===== src/rtl/axis_accumulator_pkg.sv =====
// Shared types and constant helpers for the packet accumulator and the
// requantisation stages built on top of it.
package axis_accumulator_pkg;

    typedef enum logic [0:0] {
        ST_IDLE  = 1'b0,
        ST_ACCUM = 1'b1
    } acc_state_t;

    // True when a half-LSB bias must be added before the arithmetic shift.
    function automatic bit round_active(input int shift, input int round_enable);
        return (round_enable != 0) && (shift > 0);
    endfunction

    // Bit position of the half-LSB bias; clamped so SHIFT=0 stays legal.
    function automatic int round_pos(input int shift);
        return (shift > 0) ? (shift - 1) : 0;
    endfunction

endpackage


===== src/rtl/axis_accumulator_sat_round_shift.sv =====
// Combinational round-half-up, arithmetic right shift and signed saturation
// from IN_W to OUT_W bits; sat flags a clamped result.
module axis_accumulator_sat_round_shift
    import axis_accumulator_pkg::*;
#(
    parameter int IN_W         = 40,
    parameter int OUT_W        = 16,
    parameter int SHIFT        = 0,
    parameter int ROUND_ENABLE = 1
) (
    input  logic signed [IN_W-1:0]  din,
    output logic signed [OUT_W-1:0] dout,
    output logic                    sat
);

    localparam int HEAD_W = IN_W - OUT_W + 2;

    // One extra bit of headroom means the bias can never overflow the add.
    localparam logic signed [IN_W:0] BIAS =
        round_active(SHIFT, ROUND_ENABLE) ? ({{IN_W{1'b0}}, 1'b1} << round_pos(SHIFT))
                                          : {(IN_W+1){1'b0}};

    localparam logic signed [OUT_W-1:0] OUT_MAX = {1'b0, {(OUT_W-1){1'b1}}};
    localparam logic signed [OUT_W-1:0] OUT_MIN = {1'b1, {(OUT_W-1){1'b0}}};

    logic signed [IN_W:0]   biased_s;
    logic signed [IN_W:0]   shifted_s;
    logic [HEAD_W-1:0]      head_s;

    // Bias, shift, then clamp whenever the bits above the output sign disagree.
    always_comb begin
        biased_s  = {din[IN_W-1], din} + BIAS;
        shifted_s = biased_s >>> SHIFT;
        head_s    = shifted_s[IN_W:OUT_W-1];
        dout      = shifted_s[OUT_W-1:0];
        sat       = 1'b0;
        if ((head_s == {HEAD_W{1'b0}}) || (head_s == {HEAD_W{1'b1}})) begin
            dout = shifted_s[OUT_W-1:0];
            sat  = 1'b0;
        end else if (head_s[HEAD_W-1]) begin
            dout = OUT_MIN;
            sat  = 1'b1;
        end else begin
            dout = OUT_MAX;
            sat  = 1'b1;
        end
    end

endmodule


===== src/rtl/axis_accumulator.sv =====
// Packet-wise AXI-Stream accumulator: sums signed product beats up to tlast,
// then emits one rescaled, rounded and saturated result beat.
module axis_accumulator
    import axis_accumulator_pkg::*;
#(
    parameter int IN_WIDTH     = 31,
    parameter int ACC_WIDTH    = 40,
    parameter int OUT_WIDTH    = 16,
    parameter int SHIFT        = 0,
    parameter int ROUND_ENABLE = 1,
    parameter int ID_ENABLE    = 0,
    parameter int ID_WIDTH     = 8,
    parameter int DEST_ENABLE  = 0,
    parameter int DEST_WIDTH   = 8
) (
    input  logic                        clk,
    input  logic                        rst,
    input  logic signed [IN_WIDTH-1:0]  s_axis_tdata,
    input  logic                        s_axis_tvalid,
    output logic                        s_axis_tready,
    input  logic                        s_axis_tlast,
    input  logic [ID_WIDTH-1:0]         s_axis_tid,
    input  logic [DEST_WIDTH-1:0]       s_axis_tdest,
    input  logic                        s_axis_tuser,
    output logic signed [OUT_WIDTH-1:0] m_axis_tdata,
    output logic                        m_axis_tvalid,
    input  logic                        m_axis_tready,
    output logic                        m_axis_tlast,
    output logic [ID_WIDTH-1:0]         m_axis_tid,
    output logic [DEST_WIDTH-1:0]       m_axis_tdest,
    output logic                        m_axis_tuser
);

    localparam int EXT_W = ACC_WIDTH - IN_WIDTH + 1;
    localparam logic signed [ACC_WIDTH-1:0] ACC_MAX = {1'b0, {(ACC_WIDTH-1){1'b1}}};
    localparam logic signed [ACC_WIDTH-1:0] ACC_MIN = {1'b1, {(ACC_WIDTH-1){1'b0}}};

    acc_state_t                  state_r;
    acc_state_t                  state_next_s;
    logic signed [ACC_WIDTH-1:0] acc_r;
    logic signed [ACC_WIDTH-1:0] acc_next_s;
    logic signed [ACC_WIDTH-1:0] sat_sum_s;
    logic signed [ACC_WIDTH:0]   in_ext_s;
    logic signed [ACC_WIDTH:0]   sum_ext_s;
    logic                        acc_sat_s;
    logic                        flag_r;
    logic                        flag_next_s;
    logic                        accept_s;
    logic                        emit_s;
    logic                        fresh_s;
    logic signed [OUT_WIDTH-1:0] res_s;
    logic                        out_sat_s;

    logic signed [OUT_WIDTH-1:0] m_data_r;
    logic                        m_valid_r;
    logic                        m_user_r;
    logic [ID_WIDTH-1:0]         m_id_r;
    logic [DEST_WIDTH-1:0]       m_dest_r;

    assign s_axis_tready = !m_valid_r || m_axis_tready;
    assign accept_s      = s_axis_tvalid && s_axis_tready;

    assign m_axis_tdata  = m_data_r;
    assign m_axis_tvalid = m_valid_r;
    assign m_axis_tlast  = 1'b1;
    assign m_axis_tid    = m_id_r;
    assign m_axis_tdest  = m_dest_r;
    assign m_axis_tuser  = m_user_r;

    // Running sum at ACC_WIDTH+1 bits, clamped back into the accumulator range.
    always_comb begin
        in_ext_s  = {{EXT_W{s_axis_tdata[IN_WIDTH-1]}}, s_axis_tdata};
        sum_ext_s = {acc_r[ACC_WIDTH-1], acc_r} + in_ext_s;
        sat_sum_s = sum_ext_s[ACC_WIDTH-1:0];
        acc_sat_s = 1'b0;
        if (sum_ext_s[ACC_WIDTH] != sum_ext_s[ACC_WIDTH-1]) begin
            acc_sat_s = 1'b1;
            sat_sum_s = sum_ext_s[ACC_WIDTH] ? ACC_MIN : ACC_MAX;
        end else begin
            acc_sat_s = 1'b0;
            sat_sum_s = sum_ext_s[ACC_WIDTH-1:0];
        end
    end

    // FSM state register.
    always_ff @(posedge clk) begin
        if (rst) begin
            state_r <= ST_IDLE;
        end else begin
            state_r <= state_next_s;
        end
    end

    // FSM next-state: a tlast beat always closes the packet.
    always_comb begin
        state_next_s = state_r;
        case (state_r)
            ST_IDLE: begin
                if (accept_s && !s_axis_tlast) begin
                    state_next_s = ST_ACCUM;
                end else begin
                    state_next_s = ST_IDLE;
                end
            end
            ST_ACCUM: begin
                if (accept_s && s_axis_tlast) begin
                    state_next_s = ST_IDLE;
                end else begin
                    state_next_s = ST_ACCUM;
                end
            end
            default: state_next_s = ST_IDLE;
        endcase
    end

    // FSM outputs: the first beat of a packet replaces the sum instead of adding to it.
    always_comb begin
        emit_s      = accept_s && s_axis_tlast;
        fresh_s     = 1'b1;
        acc_next_s  = in_ext_s[ACC_WIDTH-1:0];
        flag_next_s = s_axis_tuser;
        case (state_r)
            ST_IDLE:  fresh_s = 1'b1;
            ST_ACCUM: fresh_s = 1'b0;
            default:  fresh_s = 1'b1;
        endcase
        if (fresh_s) begin
            acc_next_s  = in_ext_s[ACC_WIDTH-1:0];
            flag_next_s = s_axis_tuser;
        end else begin
            acc_next_s  = sat_sum_s;
            flag_next_s = flag_r | s_axis_tuser | acc_sat_s;
        end
    end

    // Accumulator and sticky flag, updated only on accepted beats.
    always_ff @(posedge clk) begin
        if (rst) begin
            acc_r  <= {ACC_WIDTH{1'b0}};
            flag_r <= 1'b0;
        end else if (accept_s) begin
            acc_r  <= acc_next_s;
            flag_r <= flag_next_s;
        end else begin
            acc_r  <= acc_r;
            flag_r <= flag_r;
        end
    end

    axis_accumulator_sat_round_shift #(
        .IN_W         (ACC_WIDTH),
        .OUT_W        (OUT_WIDTH),
        .SHIFT        (SHIFT),
        .ROUND_ENABLE (ROUND_ENABLE)
    ) u_sat_round_shift (
        .din  (acc_next_s),
        .dout (res_s),
        .sat  (out_sat_s)
    );

    // Result register: a new result may load in the same cycle the old one drains.
    always_ff @(posedge clk) begin
        if (rst) begin
            m_valid_r <= 1'b0;
            m_data_r  <= {OUT_WIDTH{1'b0}};
            m_user_r  <= 1'b0;
            m_id_r    <= {ID_WIDTH{1'b0}};
            m_dest_r  <= {DEST_WIDTH{1'b0}};
        end else if (emit_s) begin
            m_valid_r <= 1'b1;
            m_data_r  <= res_s;
            m_user_r  <= flag_next_s | out_sat_s;
            m_id_r    <= (ID_ENABLE != 0) ? s_axis_tid : {ID_WIDTH{1'b0}};
            m_dest_r  <= (DEST_ENABLE != 0) ? s_axis_tdest : {DEST_WIDTH{1'b0}};
        end else if (m_axis_tready) begin
            m_valid_r <= 1'b0;
        end else begin
            m_valid_r <= m_valid_r;
        end
    end

endmodule


===== config.mk =====
export PLATFORM = sky130hd
export DESIGN_NAME = axis_accumulator
export DESIGN_NICKNAME = d
export VERILOG_FILES = /design/src/rtl/axis_accumulator_pkg.sv /design/src/rtl/axis_accumulator_sat_round_shift.sv /design/src/rtl/axis_accumulator.sv
export SDC_FILE = /design/constraint.sdc
export NUM_CORES = 1
export LEC_CHECK = 0
export ABC_AREA = 1
export CAP_MARGIN = 30
export CORE_MARGIN = 5
export CORE_UTILIZATION = 35
export CTS_BUF_LIST = sky130_fd_sc_hd__clkbuf_4
export CTS_CLUSTER_SIZE = 16
export DETAILED_ROUTE_END_ITERATION = 16
export PLACE_DENSITY = 0.64
export RECOVER_POWER = 100
export SETUP_SLACK_MARGIN = 0.5
export SLEW_MARGIN = 20
export SYNTH_ARGS = -nofsm -noshare
export SYNTH_HDL_FRONTEND = slang
export SYNTH_SLANG_ARGS = --single-unit

===== constraint.sdc =====
create_clock -name clk -period 5 [get_ports clk]
set_input_delay 1.5 -clock clk [delete_from_list [all_inputs] [get_ports clk]]
set_output_delay 1.5 -clock clk [all_outputs]
set_load 0.05 [all_outputs]

==> out/results.ini, run 1 <==
[timing]
worst_slew_pin_slew_ps=1692
hold_ws_ps=471.1
finalHoldViolCount=0
max_clock_freq_mhz=220.2
finClkSkew_ps=43.05
post-route-period-util=0.9084
relSlewSlack=-0.1282
final-max-slew-violation-count=36
fin_ws_ps=458.0
finalSetupTns_ps=0
setup_viol=0
rsz0062_at_grt=false
layout_min_cycle_time_ps=4542

[critical_path]
worst_path_largest_cell_delay_ps=310
critPathArrivalTime_ps=4930
critPathLaunchType=primary input
cp_max_fo=8
cp_top_family=simple AND/OR/NAND/NOR gates
end_kind=flop
critical_path_required_ps=5390
crit_buf_inv=5
cp_common_cell=nand2_1
critPathKind=primary input to flop
slowest_stage=nand2_1

[routing]
dr.first_iter.drc_count=567
dr.pass1.iters=7
viasPerCell=5.035
antenna_left=0
drc=0
via_count=7144
routedWlPerCell_um=16.20
drt_wl_total_um=22990

[layout]
nFillCells=1728
multi_input_area_mm2=0.004957
area_growth_pct=39.20
register_area_mm2=0.001201
nets=1284
final_cells=1419
antenna_cells=0
drive_gt1_frac=0.2437

[placement]
gp_congestion=0.9432
dpl.cell_count=1378
port-buffer-count=55
dp_slack_ps=-108.6
dp_hpwl_um=16810

[run_status]
violations=capacitance limit, slew limit
status=complete, but fails checks

[logic_synthesis]
synth_most_common_cell=nand2_1
synth_edf_count=0
yosysTopAreaCellShare=0.1932
synth_cell_type_count=45
synth-seq-cells=60
yosys_warnings=0
avgSynthCellArea_um2=5.938
synth_top_flop_cell=dfxtp_1
yosys-top-cells-area=dfxtp_1 19%, nand2_1 15%, nor2_1 9.8%, inv_1 8.1%, ha_1 8.0%
synth_top_area_cell=dfxtp_1
synthTopCellsByCount=247 x nand2_1, 162 x nor2_1, 134 x inv_1
async_flop_share=0
ys_seq_area_frac=0.1932
synth_cells=1047
syn_area_mm2=0.006217

[run]
maxCapViolCount=1

[global_route]
antenna_found_initial=2
grt_use_total=0.2062
grt_pass1_wl_um=33570
grt_pass1_vias=6448
overflow=0
grt_start_max_net_pins=50

[clock_network]
cts_tree=yes
cts.sinks=60
clk_pin_slew_worst_paths_ps=110
clock_path_buffers=2
numCtsBuffers=9
cts_root_buf=clkbuf_4
insertion_delay_ps=490
h-tree-depth=3

[floorplanning]
die-area_mm2=0.02053
io_pins=89
core_area_mm2=0.01736
start_util=0.3582
rows=48
die_w_um=143.3
fp.dieH_um=143.3

[pwr]
power_uw=2056
pwr_density_cell_mw_per_mm2=237.6
ir_drop_v=0.0001405
p_switching_uw=917.8
power_frac_comb=0.557
seq_power_share=0.270
clockPowerShare=0.172
leakage_uw=0.004450
p_int_uw=1138
sw_frac_of_total=0.4463

[worst_hold_path]
worst_hold_path_type=flop to flop

## power by group through the flow
stage	logic [µW]	registers [µW]	clock network, µW
floorplan	606	584	0
global placement	956	553	0
detailed placement	965	554	0
CTS	986	544	364
global route	1250	561	383
finish	1150	556	354
## routing by layer
metal | GRT usage | wire length, µm | vias up
li1 | - | - | 3607
met1 | 0.2795 | 9944 | 3255
met2 | 0.3459 | 10990 | 237
met3 | 0.03449 | 1618 | 41
met4 | 0.04410 | 406 | 4
met5 | 0 | 25 | -
## path summary, 6_finish.rpt
| kind | endpoint | depth (start not counted) | slack (ps) | startpoint |
|---|---|---|---|---|
| setup / recovery | m_axis_tdata[0]$_SDFFE_PP0P_ | 26 | 460 | s_axis_tdata[30] |
| setup reg to reg | m_axis_tdata[0]$_SDFFE_PP0P_ | 23 | 1400 | acc_r[0]$_SDFFE_PP0P_ |
| hold / removal | m_axis_tdata[15]$_SDFFE_PP0P_ | 2 | 470 | m_axis_tdata[15]$_SDFFE_PP0P_ |
| hold reg to reg | m_axis_tdata[15]$_SDFFE_PP0P_ | 2 | 470 | m_axis_tdata[15]$_SDFFE_PP0P_ |
## worst min-delay path: cells and delay by family, from the launching register on
family,cells,cell delay (ps)
DFF,1,330
and+or+nand+nor,1,60
AOI/OAI and AO/OA,1,50
## kinds of logic after synthesis
kind of cell               synth area share
DFF                                  0.1932
xor gates and xnor gates            0.03381
and+or+nand+nor                      0.3866
buffers and inverters                0.1314
AOI/OAI and AO/OA                    0.1701
other                              0.001208
adders and majority gates           0.08372
## final cells by class
type                       instances  share of cell area
tap                              225             0.03253
multi-input combinational        817              0.5728
clock inverter                     6            0.006506
inverter                         140             0.06101
timing repair buffer             162              0.1806
clock buffer                       9            0.007807
sequential                        60              0.1388
## layout by cell type (no fill, tap or decap), types with 7 or more instances in the layout
cell and instances:
o211ai_1 10, dfxtp_1 60, nand3_2 7, clkbuf_4 9
nand2_4 7, nand4_1 12, nand2_1 228, ha_4 37
inv_1 133, dlymetal6s2s_1 30, nand2_2 49, xor2_1 18
a21oi_2 32, dlygate4sd3_1 20, nor2_2 16, buf_4 96
o21bai_1 7, nand3_1 58, nor2_1 152, o21ai_1 7
o21ai_0 69, a21oi_1 35, conb_1 17
## registers in the layout, indices dropped and copies added (netlist names), named ones only
name           cells
m_axis_tdata      16
flag_r             1
m_axis_tuser       1
acc_r             40
m_axis_tvalid      1
## repair_timing
action                     CTS  global route
setup buffers                3            17
cloned                       1             5
pin swaps                    4            33
resized for setup           15           151
hold buffers                 0             0
setup endpoints to repair   15            16
## per-stage QoR
| step | instance area (µm²) | utilization |
|---|---|---|
| floorplan | 6274 | - |
| global placement | 7460 | 0.4298 |
| detailed placement | 7487 | 0.4314 |
| CTS | 7730 | 0.4454 |
| global route | 8655 | 0.4986 |
| finish | 8655 | 0.4986 |
No activity file was read; power rests on OpenSTA's default activity.
==> run 2, diff against run 1 <==
--- a/config.mk
+++ b/config.mk
@@ -6,7 +6,6 @@
 export NUM_CORES = 1
 export LEC_CHECK = 0
 export ABC_AREA = 1
-export CAP_MARGIN = 30
 export CORE_MARGIN = 5
 export CORE_UTILIZATION = 35
 export CTS_BUF_LIST = sky130_fd_sc_hd__clkbuf_4
==> run 2 against run 1 <==
  * The run still ends with capacitance limit, slew limit left
  * Non-clock buffer count up 5
  * Total power is essentially flat
  * Register-to-register slack got worse by 40 ps
  * Flip-flop and latch count unchanged
  * Combinational power hardly changed
  * Die area unchanged
  * Sequential power about the same
  * Count of clock-buffer cells in the layout did not move
  * Core utilization barely moved
  * Sequential share of layout area is essentially flat
  * First-iteration DRC count increased by 11%
  * Design area is essentially flat
  * Critical endpoint is now m_axis_tdata[5]$_SDFFE_PP0P_
==> out/results.ini, run 2 (same netlist as run 1, synthesis figures left out) <==
[placement]
port-buffer-count=55  ; unchanged
postPlaceCellArea_mm2=0.007460  ; was 0.007487 mm²
dp_hpwl_um=16660  ; was 16810 µm
dpl.cell_count=1377  ; was 1378
gp_congestion=0.9432  ; unchanged

[pwr]
power_frac_comb=0.557  ; about the same
leakage_uw=0.004465  ; was 0.004450 µW
sw_frac_of_total=0.4482  ; was 0.4463
p_switching_uw=921.7  ; was 917.8 µW
ir_drop_v=0.0001374  ; was 0.0001405 V
seq_power_share=0.270  ; about the same
pwr_density_cell_mw_per_mm2=237.7  ; was 237.6 mW/mm²
p_int_uw=1135  ; was 1138 µW
power_uw=2057  ; was 2056 µW
clockPowerShare=0.173  ; was 0.172

[layout]
nFillCells=1771  ; was 1728
final_cells=1424  ; was 1419
area_growth_pct=39.16  ; was 39.20%
drive_gt1_frac=0.2452  ; was 0.2437
final_common_cell=nand2_1  ; unchanged
largest_reg_flops=40  ; unchanged
regMostFlops=acc_r  ; unchanged
layout_common_cells=230 x nand2_1, 152 x nor2_1, 132 x inv_1  ; was 228 x nand2_1, 152 x nor2_1, 133 x inv_1
post-route-util=0.4985  ; was 0.4986
design_area_mm2=0.008652  ; was 0.008655 mm²
nets=1289  ; was 1284
antenna_cells=0  ; unchanged

[timing]
worst_slew_pin_slew_ps=1660  ; was 1692 ps
rsz0062_at_grt=false  ; unchanged
max_clock_freq_mhz=219.4  ; was 220.2 MHz
setup_viol=0  ; unchanged
layout_min_cycle_time_ps=4558  ; was 4542 ps
finClkSkew_ps=52.77  ; was 43.05 ps
finalHoldViolCount=0  ; unchanged
post-route-period-util=0.9116  ; was 0.9084
finalSetupTns_ps=0  ; unchanged
final-max-slew-violation-count=36  ; unchanged
relSlewSlack=-0.1067  ; was -0.1282

[critical_path]
critPathKind=primary input to flop  ; unchanged
worst_path_largest_cell_delay_ps=520  ; was 310 ps
r2r_start=acc_r[0]$_SDFFE_PP0P_  ; unchanged
cp_max_fo=8  ; unchanged
cp_cell_sequence=clkdlybuf4s50_1 -> ha_4 -> a21oi_4 -> o21ai_2 -> nand2_1 -> nand2_1 -> a21oi_1 -> nand3_1 -> nand2_1 -> nand2_4 -> nand2_4 -> buf_6 -> nor2_1 -> nor2_1 -> nand2_1 -> nor2_1 -> nand2_1 -> nor2_2 -> nand2_4 -> buf_12 -> nand2_1 -> nand2_1 -> a21oi_2
critPathLaunchType=primary input  ; unchanged
crit_buf_inv=3  ; was 5
slowest_stage=clkdlybuf4s50_1  ; was nand2_1
critical_path_required_ps=5410  ; was 5390 ps
end_kind=flop  ; unchanged
crit_start=s_axis_tdata[27]  ; was s_axis_tdata[30]
cp_top_family=simple AND/OR/NAND/NOR gates  ; unchanged
critPathArrivalTime_ps=4970  ; was 4930 ps
cp_common_cell=nand2_1  ; unchanged

[floorplanning]
start_util=0.3582  ; unchanged
core_area_mm2=0.01736  ; unchanged
fp.dieH_um=143.3  ; unchanged
rows=48  ; unchanged
die_w_um=143.3  ; unchanged
io_pins=89  ; unchanged
die-area_mm2=0.02053  ; unchanged

[global_route]
antenna_found_initial=0  ; was 2
overflow=0  ; unchanged
grt_pass1_wl_um=33360  ; was 33570 µm
grt_pass1_vias=6482  ; was 6448
grt_use_total=0.2056  ; was 0.2062
grt_start_max_net_pins=50  ; unchanged

[routing]
routedWlPerCell_um=16.06  ; was 16.20 µm
antenna_left=0  ; unchanged
dr.pass1.iters=5  ; was 7
dr.first_iter.drc_count=630  ; was 567
drc=0  ; unchanged
via_count=7247  ; was 7144
viasPerCell=5.089  ; was 5.035
drt_wl_total_um=22870  ; was 22990 µm

[worst_hold_path]
worst_hold_path_type=flop to flop  ; unchanged
hold_path_startpoint=m_axis_tdata[15]$_SDFFE_PP0P_  ; unchanged

[run_status]
status=complete, but fails checks  ; unchanged
violations=capacitance limit, slew limit  ; unchanged

[clock_network]
numCtsBuffers=9  ; unchanged
h-tree-depth=3  ; unchanged
cts.sinks=60  ; unchanged
clk_pin_slew_worst_paths_ps=110  ; about the same
cts_tree=yes  ; unchanged
clock_path_buffers=2  ; unchanged
cts_root_buf=clkbuf_4  ; unchanged
insertion_delay_ps=500  ; was 490 ps
ctsHoldBuffers=0  ; unchanged

[run]
maxCapViolCount=1  ; unchanged

==> run 2: cell type report <==
cell class | count | area [µm²] | share of cell area
inverter | 140 | 528.0 | 0.06103
tap | 225 | 281.5 | 0.03254
clock buffer | 9 | 67.56 | 0.007809
sequential | 60 | 1201 | 0.1388
multi-input combinational | 817 | 4952 | 0.5724
clock inverter | 6 | 56.30 | 0.006508
timing repair buffer | 167 | 1565 | 0.1809
==> run 2: metrics by stage <==
step                hold WS (ps)  worst slack, ps
floorplan                  467.5            925.0
global placement           458.1           -43.66
detailed placement         460.2           -107.7
CTS                        476.3            507.1
global route               501.5            221.5
finish                     472.9            441.8
==> run 2: final timing paths <==
check | to | slack [ps] | cells after the start
setup / recovery | m_axis_tdata[5]$_SDFFE_PP0P_ | 440 | 23
setup reg to reg | m_axis_tdata[5]$_SDFFE_PP0P_ | 1360 | 28
hold / removal | m_axis_tdata[15]$_SDFFE_PP0P_ | 470 | 2
hold reg to reg | m_axis_tdata[15]$_SDFFE_PP0P_ | 470 | 2
==> run 2: worst reg2reg max path: cells and delay by family (launching register included) <==
kind | cells | cell delay [ps]
flip-flops | 1 | 350
AO/OA/AOI/OAI | 1 | 140
buffers and inverters | 4 | 400
AND/OR/NAND/NOR | 21 | 2110
adder cells (fa/ha/maj) | 2 | 580
==> run 2: per-layer routing <==
metal / share of wire / vias to the layer above / global-route usage
li1: - / 3626 / -
met1: 0.44 / 3341 / 0.2784
met2: 0.48 / 244 / 0.3380
met3: 0.064 / 36 / 0.03349
met4: 0.019 / 0 / 0.05946
met5: 0 / - / 0
==> run 2: power groups by stage <==
stage                     registers, µW  clock network, µW  logic (µW)
after floorplan                     584                  0         606
after global placement              553                  0         956
after detailed placement            554                  0         963
after CTS                           544                366         980
after global routing                559                385        1240
final                               555                357        1150
==> run 2: what timing repair did <==
action                                  4_1_cts  5_1_grt
gates cloned                                  1        4
pin swaps                                     4       39
gates resized for setup                      13      154
setup buffers                                 3       24
endpoints found under the setup margin       15       16
